<file path="config.mk">
export PLATFORM = sky130hd
export DESIGN_NAME = pipe_stage_reg
export DESIGN_NICKNAME = d
export VERILOG_FILES = /design/src/rtl/pipe_stage_reg.sv
export SDC_FILE = /design/constraint.sdc
export NUM_CORES = 1
export LEC_CHECK = 0
export CAP_MARGIN = 15
export CORE_MARGIN = 3
export CORE_UTILIZATION = 55
export CTS_BUF_LIST = sky130_fd_sc_hd__clkbuf_4 sky130_fd_sc_hd__clkbuf_8 sky130_fd_sc_hd__clkbuf_16
export CTS_CLUSTER_SIZE = 40
export DETAILED_ROUTE_END_ITERATION = 7
export DONT_BUFFER_PORTS = 1
export PLACE_DENSITY = 0.7
export RECOVER_POWER = 25
export SLEW_MARGIN = 20
export SYNTH_ARGS = -nofsm -noshare
export SYNTH_HDL_FRONTEND = slang
export SYNTH_SLANG_ARGS = --single-unit
export TNS_END_PERCENT = 5
</file>
<file path="constraint.sdc">
create_clock -name clk_i -period 4.39 [get_ports clk_i]
set_clock_uncertainty 0.15 [all_clocks]
set_input_delay 0.878 -clock clk_i [delete_from_list [all_inputs] [get_ports clk_i]]
set_output_delay 0.878 -clock clk_i [all_outputs]
set_load 0.02 [all_outputs]
</file>
<file path="src/rtl/pipe_stage_reg.sv">
// pipe_stage_reg
//   Parametrised CPU pipeline stage register (IF/ID, ID/EX, EX/MEM, MEM/WB)
//   with valid/ready flow control, synchronous flush and optional skid entry.
//
//   Build option: PIPE_SKID_EN
//     defined   - 2-entry stage (out + skid register); ready_o depends only
//                 on state and start_i.
//     undefined - 1-entry stage; ready_o = start_i & (empty | ready_i).
//
//   Ports
//     clk_i    clock, rising edge
//     rst_n_i  asynchronous active-low reset
//     start_i  stage enable; 0 freezes all state and hides the beats
//     flush_i  synchronous flush, discards all held beats
//     valid_i  upstream beat valid        ready_o  stage can accept
//     data_i   upstream payload           ctrl_i   upstream control bits
//     valid_o  downstream beat valid      ready_i  downstream accepts
//     data_o   held payload               ctrl_o   held control (bubble when !valid_o)
//     occ_o    occupancy 0..2
//
//   state   | meaning
//   --------+----------------------------------------------
//   S_EMPTY | no beat held, occ 0
//   S_ONE   | one beat in the out register, occ 1
//   S_FULL  | out and skid registers both hold beats, occ 2
module pipe_stage_reg #(
  parameter int                 DATA_W      = 32,
  parameter int                 CTRL_W      = 4,
  parameter logic [CTRL_W-1:0]  CTRL_BUBBLE = '0
) (
  input  logic              clk_i,
  input  logic              rst_n_i,
  input  logic              start_i,
  input  logic              flush_i,
  input  logic              valid_i,
  output logic              ready_o,
  input  logic [DATA_W-1:0] data_i,
  input  logic [CTRL_W-1:0] ctrl_i,
  output logic              valid_o,
  input  logic              ready_i,
  output logic [DATA_W-1:0] data_o,
  output logic [CTRL_W-1:0] ctrl_o,
  output logic [1:0]        occ_o
);

  // Encoding equals occupancy so occ_o is a direct view of the state.
  typedef enum logic [1:0] {
    S_EMPTY = 2'd0,
    S_ONE   = 2'd1,
    S_FULL  = 2'd2
  } state_t;

  state_t             state;
  logic [DATA_W-1:0]  out_data;
  logic [CTRL_W-1:0]  out_ctrl;
`ifdef PIPE_SKID_EN
  logic [DATA_W-1:0]  skid_data;
  logic [CTRL_W-1:0]  skid_ctrl;
`endif
  logic               accept;
  logic               drain;

`ifdef PIPE_SKID_EN
  assign ready_o = start_i & (state != S_FULL);
`else
  // Single entry: can take a new beat while the held one leaves this cycle.
  assign ready_o = start_i & ((state == S_EMPTY) | ready_i);
`endif
  assign valid_o = start_i & (state != S_EMPTY);
  assign accept  = valid_i & ready_o;
  assign drain   = valid_o & ready_i;

  assign data_o  = out_data;
  // A bubble must never carry write enables downstream.
  assign ctrl_o  = valid_o ? out_ctrl : CTRL_BUBBLE;
  assign occ_o   = state;

  always_ff @(posedge clk_i or negedge rst_n_i) begin
    if (!rst_n_i) begin
      state     <= S_EMPTY;
      out_data  <= '0;
      out_ctrl  <= CTRL_BUBBLE;
`ifdef PIPE_SKID_EN
      skid_data <= '0;
      skid_ctrl <= CTRL_BUBBLE;
`endif
    end else if (start_i) begin
      if (flush_i) begin
        // Flush wins over any same-cycle accept or drain.
        state     <= S_EMPTY;
        out_data  <= '0;
        out_ctrl  <= CTRL_BUBBLE;
`ifdef PIPE_SKID_EN
        skid_data <= '0;
        skid_ctrl <= CTRL_BUBBLE;
`endif
      end else begin
        case (state)
          S_EMPTY: begin
            if (accept) begin
              out_data <= data_i;
              out_ctrl <= ctrl_i;
              state    <= S_ONE;
            end
          end
          S_ONE: begin
            if (accept && drain) begin
              out_data <= data_i;
              out_ctrl <= ctrl_i;
`ifdef PIPE_SKID_EN
            end else if (accept) begin
              skid_data <= data_i;
              skid_ctrl <= ctrl_i;
              state     <= S_FULL;
`endif
            end else if (drain) begin
              state <= S_EMPTY;
            end
          end
`ifdef PIPE_SKID_EN
          S_FULL: begin
            if (drain) begin
              out_data <= skid_data;
              out_ctrl <= skid_ctrl;
              state    <= S_ONE;
            end
          end
`endif
          default: state <= S_EMPTY;
        endcase
      end
    end
  end

endmodule

</file>
# Word-level counts from Yosys, hierarchy flattened
# Cells that the tools add are included.
# word_totals
reg_bits	38
elab_cells	33
inputBits	42
# classes
n_reduce_logical	6
n_eq_ne	5
n_bitwise	5
muxes	14
# op_table
op	n
32-bit two-way mux	3
32-bit case mux with 2 select lines	1
4-bit two-way mux	4
3-bit != test (second input constant)	4
2-bit two-way mux	4
4-bit case mux with 2 select lines	1
4-bit AND reduction	2
1-bit bitwise AND	4
2-bit case mux with 2 select lines	1
3-bit nonzero test	1
2-bit by 1-bit == test with 1-bit output (second input constant)	1
2-bit logical NOT	1
2-bit nonzero test	1
1-bit logical AND	1
1-bit bitwise OR	1

# Longest topological paths before layout
# Gate-level depths: netlist (run 1).
# depth
depth_word	8
ltp_mapped	5
mapped_depth_nobuf	3

# Least setup slack after synthesis (run 1)
# Ideal clock, no wire load.
# synth_path
path_type	in2out
startpoint	input port ready_i
endpoint	output port ready_o
cell_stages	4
setup_slack_ns	1.700
arrival_ns	1.662
cell_sequence	nand2b_1 buf_6 clkbuf_1 and2_1
# synth_via
elab_chain_len	2
# synth_rtl
item	line	text
from (decl)	40	input logic ready_i,
1-bit bitwise OR	67	assign ready_o = start_i & ((state == S_EMPTY) | ready_i);
1-bit bitwise AND	67	
to (decl)	36	output logic ready_o,
# No other way between the ends.

# Worst setup path in the final report (run 1)
# Same ends and word-level chain as after synthesis.

==> flow_metrics.env, run 1 <==
export IMPL_grt_max_degree=80
export IMPL_final_period_utilization_pct=59.63
export IMPL_post_cts_setup_buffer_count=0
export IMPL_slew_violations=0
export IMPL_drive_above_1_share_pct=18.14
export IMPL_rsz0062_at_grt="false"
export IMPL_cap_violations=0
export IMPL_p_sw_mw=0.2834
export IMPL_antenna_found_initial=0
export IMPL_die_x_um=73.49
export IMPL_fin_cells=287
export IMPL_cts_root_buf="clkbuf_8"
export IMPL_power_leakage_nw=1.069
export IMPL_clk_latency_ps=280
export IMPL_fin_tns_setup_ps=0
export IMPL_path_clk_slew_ps=70
export IMPL_syn_area_per_cell_um2=9.561
export IMPL_synth_top_family_by_area="compound AO/OA/AOI/OAI gates"
export IMPL_worst_hold_slack_ps=129.0
export IMPL_firstDrtPassIters=4
export IMPL_fin_nets=278
export IMPL_yosysSeqAreaShare_pct=36.96
export IMPL_path_cells="nand2b_2, and2_1"
export IMPL_hold_viol=0
export IMPL_totalWireLength_um=4973
export IMPL_fin_area_um2=2492
export IMPL_vias=1871
export IMPL_regArea_um2=925.9
export IMPL_drc=0
export IMPL_timing_final_ws_setup_ps=1772
export IMPL_place_gp_congestion=0.6504
export IMPL_syn_inst=262
export IMPL_synth_simple_area_share_pct=19.83
export IMPL_tritoncts="built"
export IMPL_die_y_um=73.49
export IMPL_sw_frac_of_total_pct=32.54
export IMPL_cts_sinks=37
export IMPL_min_period_ps=2618
export IMPL_cts_path_max_buffers=2
export IMPL_syn2layout_area_growth_pct=-0.4995
export IMPL_max_stage_delay_ps=360
export IMPL_worstPathRequired_ps=3360
export IMPL_fp_dieArea_um2=5400
export IMPL_avgRoutedWirePerCell_um=17.33
export IMPL_power_frac_comb_pct=16.6
export IMPL_syn_num_nets=304
export IMPL_cp_max_fo=22
export IMPL_critPathBufInv=0
export IMPL_port_buffer_count=0
export IMPL_ys_types=20
export IMPL_post_place_ws_ps=1741
export IMPL_p_total_mw=0.8707
export IMPL_end_kind="output pin"
export IMPL_holdCritPathClass="primary input to asynchronous set/reset pin"
export IMPL_cts_buffers=5
export IMPL_maxSlewHeadroom_pct=65.20
export IMPL_cpLargestDelayFamily="simple AND/OR/NAND/NOR gates"
export IMPL_synth_compound_area_share_pct=30.47
export IMPL_grt_pass1_wl_um=8093
export IMPL_htreeDepth=2
export IMPL_hpwl_um=2856
export IMPL_grt_pass1_vias=1788
export IMPL_path_class="primary input to output pin"
export IMPL_ctsResizeCount=0
export IMPL_start_kind="primary input"
export IMPL_multiInputGateArea_um2=1266
export IMPL_diodes=0
export IMPL_ys_seq_elements=37
export IMPL_coreArea_um2=4202
export IMPL_yosysWarnings=0
export IMPL_rows=23
export IMPL_clkPwrFrac_pct=28.4
export IMPL_initial_core_util_pct=59.62
export IMPL_peakVddDrop_v=0.0002202
export IMPL_syn_area_um2=2505
export IMPL_p_per_area_nw_per_um2=349.4
export IMPL_final_antenna_net_count=0
export IMPL_track_usage_pct=18.95
export IMPL_placed_area_um2=2401
export IMPL_synthAdderAreaFrac_pct=0
export IMPL_ios=82
export IMPL_seq_power_share_pct=55.0
export IMPL_placedCellCount=279
export IMPL_hold_buffers=0
export IMPL_fmax_ghz=0.3820
export IMPL_drt_iter0_drc=108
export IMPL_setup_viol=0
export IMPL_status="completed"
export IMPL_final_core_utilization_pct=59.32
export IMPL_crit_arrival_ps=1590
export IMPL_grt_ovfl_total=0
export IMPL_slowest_stage="nand2b_2"
export IMPL_fill_cells=388
export IMPL_synthXorXnorAreaFrac_pct=0
export IMPL_muxShareOfSynthArea_pct=0
export IMPL_worst_slew_pin_slew_ps=521.9
export IMPL_viasPerCell=6.519
export IMPL_p_int_mw=0.5874
export IMPL_final_cell_mix="inv_1, dfrtp_1, a211o_1, nor2b_1, nand4_1"
[sequential cells by signal, indices dropped and copies added (netlist names)]
| name | flops |
|---|---|
| data_o | 32 |
| occ_o | 1 |
| out_ctrl | 4 |
[synthesized netlist by cell type]
cell / n / area (um^2)
buf_4: 1 / 7.510
o21ai_0: 1 / 5.000
inv_1: 37 / 138.9
buf_1: 4 / 15.01
nor2b_1: 35 / 219.0
conb_1: 1 / 3.750
nand2b_1: 1 / 6.260
or4bb_1: 1 / 11.26
dfrtp_1: 37 / 925.9
nand2_1: 1 / 3.750
o211ai_1: 3 / 22.52
a21o_1: 1 / 7.510
o211ai_2: 33 / 412.9
and2_1: 2 / 12.51
nand4_1: 35 / 219.0
a211o_1: 36 / 315.3
buf_2: 6 / 30.03
and3_1: 4 / 25.02
clkbuf_1: 18 / 67.56
buf_6: 5 / 56.30
[power groups by stage]
| stage | clock network [mW] | registers [mW] | logic (mW) |
|---|---|---|---|
| after global placement | 0 | 0.487 | 0.141 |
| after floorplan | 0 | 0.475 | 0.166 |
| after CTS | 0.259 | 0.481 | 0.146 |
| after global routing | 0.268 | 0.486 | 0.165 |
| after detailed placement | 0 | 0.487 | 0.146 |
| final | 0.247 | 0.479 | 0.144 |
[per-layer routing]
| layer | wire, um | GRT usage [%] | up-vias |
|---|---|---|---|
| met2 | 2283 | 30.12 | 64 |
| met5 | 0 | 0 | - |
| met1 | 2220 | 24.42 | 914 |
| met3 | 411 | 6.156 | 5 |
| li1 | - | - | 888 |
| met4 | 58 | 6.036 | 0 |
[kinds of logic after synthesis]
| family | count (synthesis) |
|---|---|
| and+or+nand+nor | 79 |
| AOI/OAI and AO/OA | 74 |
| buffers and inverters | 71 |
| DFF | 37 |
| other | 1 |
[final cells by class]
| cell class | count | share of cell area (%) |
|---|---|---|
| Multi-Input combinational cell | 154 | 50.80 |
| Sequential cell | 37 | 37.15 |
| Inverter | 37 | 5.572 |
| Clock buffer | 8 | 3.665 |
| Tap cell | 50 | 2.510 |
| Timing Repair Buffer | 1 | 0.3012 |
[worst paths after layout]
| kind | start | cells after the start | to | slack (ps) |
|---|---|---|---|---|
| max in group asynchronous | rst_n_i | 0 | data_o[25] | 3880 |
| worst max register to register | occ_o[0] | 4 | data_o[19] | 2050 |
| worst min-delay path | rst_n_i | 0 | data_o[0] | 130 |
| worst max-delay path | ready_i | 2 | ready_o | 1770 |
| min in group clk_i | out_ctrl[2] | 2 | out_ctrl[2] | 400 |
| worst min register to register | out_ctrl[2] | 2 | out_ctrl[2] | 400 |
Power figures use the tool's default switching activity.
==> run 2: changes to the inputs <==
==> constraint.sdc (replaced) <==
create_clock -name clk_i -period 2.7 [get_ports clk_i]
set_clock_uncertainty 0.15 [all_clocks]
set_input_delay 0.54 -clock clk_i [delete_from_list [all_inputs] [get_ports clk_i]]
set_output_delay 0.54 -clock clk_i [all_outputs]
set_load 0.02 [all_outputs]
==> run 2 against run 1 <==
Clock-buffer cell count is the same. Combinational power grew 74%. Die area is the same. Non-clock buffer count grew 4. Utilization grew 0.71 points. Final area grew 1.2%. Critical path type is now register to output pin. Critical endpoint unchanged. Largest cell class unchanged.
==> flow_metrics.env, run 2 (synthesis gave the netlist of run 1 again) <==
export IMPL_maxSlewHeadroom_pct=35.42
export IMPL_min_period_ps=2168
export IMPL_grt_ovfl_total=0
export IMPL_clk_latency_ps=270
export IMPL_path_cells="nand2b_2, and2_1"
export IMPL_fmax_ghz=0.4613
export IMPL_grt_max_degree=80
export IMPL_grt_pass1_wl_um=8114
export IMPL_tritoncts="built"
export IMPL_ios=82
export IMPL_crit_arrival_ps=1480
export IMPL_drc=0
export IMPL_coreArea_um2=4202
export IMPL_cts_root_buf="clkbuf_8"
export IMPL_diodes=0
export IMPL_fp_dieArea_um2=5400
export IMPL_fin_nets=282
export IMPL_p_per_area_nw_per_um2=567.9
export IMPL_hold_viol=0
export IMPL_setup_viol=0
export IMPL_start_kind="register"
export IMPL_slew_violations=0
export IMPL_rows=23
export IMPL_cap_violations=0
export IMPL_drive_above_1_share_pct=19.09
export IMPL_grt_pass1_vias=1666
export IMPL_hpwl_um=3031
export IMPL_slowest_stage="dfrtp_1"
export IMPL_worst_slew_pin_slew_ps=968.7
export IMPL_largest_reg_flops=32
export IMPL_holdCritPathClass="primary input to register"
export IMPL_antenna_found_initial=0
export IMPL_p_total_mw=1.432
export IMPL_totalWireLength_um=5106
export IMPL_drt_iter0_drc=146
export IMPL_port_buffer_count=0
export IMPL_cp_max_fo=17
export IMPL_cts_buffers=5
export IMPL_placed_area_um2=2416
export IMPL_final_antenna_net_count=0
export IMPL_end_kind="output pin"
export IMPL_vias=1856
export IMPL_critPathBufInv=0
export IMPL_worstPathRequired_ps=2010
export IMPL_place_gp_congestion=0.7166
export IMPL_final_cell_mix="inv_1, dfrtp_1, a211o_1, nor2b_1, nand4_1"
export IMPL_rsz0062_at_grt="false"
export IMPL_die_y_um=73.49
export IMPL_avgRoutedWirePerCell_um=17.55
export IMPL_path_clk_slew_ps=70
export IMPL_cts_sinks=37
export IMPL_firstDrtPassIters=4
export IMPL_syn2layout_area_growth_pct=0.6993
export IMPL_power_leakage_nw=1.087
export IMPL_fin_area_um2=2522
export IMPL_fin_tns_setup_ps=0
export IMPL_viasPerCell=6.378
export IMPL_die_x_um=73.49
export IMPL_ctsResizeCount=0
export IMPL_track_usage_pct=18.89
export IMPL_path_class="register to output pin"
export IMPL_cpLargestDelayFamily="simple AND/OR/NAND/NOR gates"
export IMPL_cts_path_max_buffers=2
export IMPL_peakVddDrop_v=0.0003298
export IMPL_status="completed"
export IMPL_max_stage_delay_ps=580
export IMPL_htreeDepth=2
export IMPL_initial_core_util_pct=59.62
export IMPL_final_period_utilization_pct=80.29
==> run 2: cell count changes in the layout (fill, tap and decap cells not counted), sizes merged <==
cell         change
buf              +2
clkbuf           +1
dlygate4sd3      +1
==> run 2: worst paths after layout <==
kind                             start           to  slack (ps)  cells past startpoint
max                           occ_o[0]      ready_o         530                      2
min                            start_i   data_o[10]         220                      1
max reg2reg                   occ_o[0]    data_o[6]         910                      4
min reg2reg                out_ctrl[2]  out_ctrl[2]         400                      2
max in group asynchronous      rst_n_i    data_o[2]         990                      2
min in group asynchronous      rst_n_i   data_o[12]         820                      2
==> run 2: repair_timing <==
| action | 4_1_cts | 5_1_grt |
|---|---|---|
| hold buffers | 2 | 0 |
| buffers inserted | 0 | 0 |
| hold endpoints to repair | 37 | 0 |
==> run 2: final cells by class <==
class | count | area (um^2)
clock buffers | 8 | 91.34
well taps | 50 | 62.56
multi-input cells | 154 | 1266
repair buffers | 5 | 37.54
fillers | 387 | 1679
flip-flops and latches | 37 | 925.9
inverters | 37 | 138.9
==> run 2: power by group <==
part           internal [mW]  total (mW)  switching [mW]
combinational          0.113       0.251           0.139
clock                  0.214       0.402           0.188
sequential             0.633       0.779           0.146
==> run 2: worst reg2reg max path, cell delays in order, from the launching register on <==
cell and delay, ps:
dfrtp_1 580, nand2b_2 290, buf_4 290, a211o_1 310
o211ai_1 80
==> run 2: metrics by stage <==
step / util, % / hold WS, ps / cells / worst slack [ps]
6_report: 60.04 / 216.8 / 291 / 532.2
5_1_grt: 60.04 / 207.7 / 291 / 432.7
4_1_cts: 60.39 / 210.1 / 291 / 513.5
3_5_place_dp: 57.50 / 95.31 / 281 / 821.7
3_3_place_gp: 57.50 / 95.24 / 281 / 828.2
2_1_floorplan: - / 94.41 / 262 / 685.9
==> run 2: per-layer routing <==
layer | share of wire [%] | global-route usage [%] | wire, um
met1 | 44 | 26.53 | 2259
met4 | 0.90 | 5.433 | 46
met3 | 8.6 | 4.925 | 440
met5 | 0 | 0 | 0
met2 | 46 | 28.64 | 2360
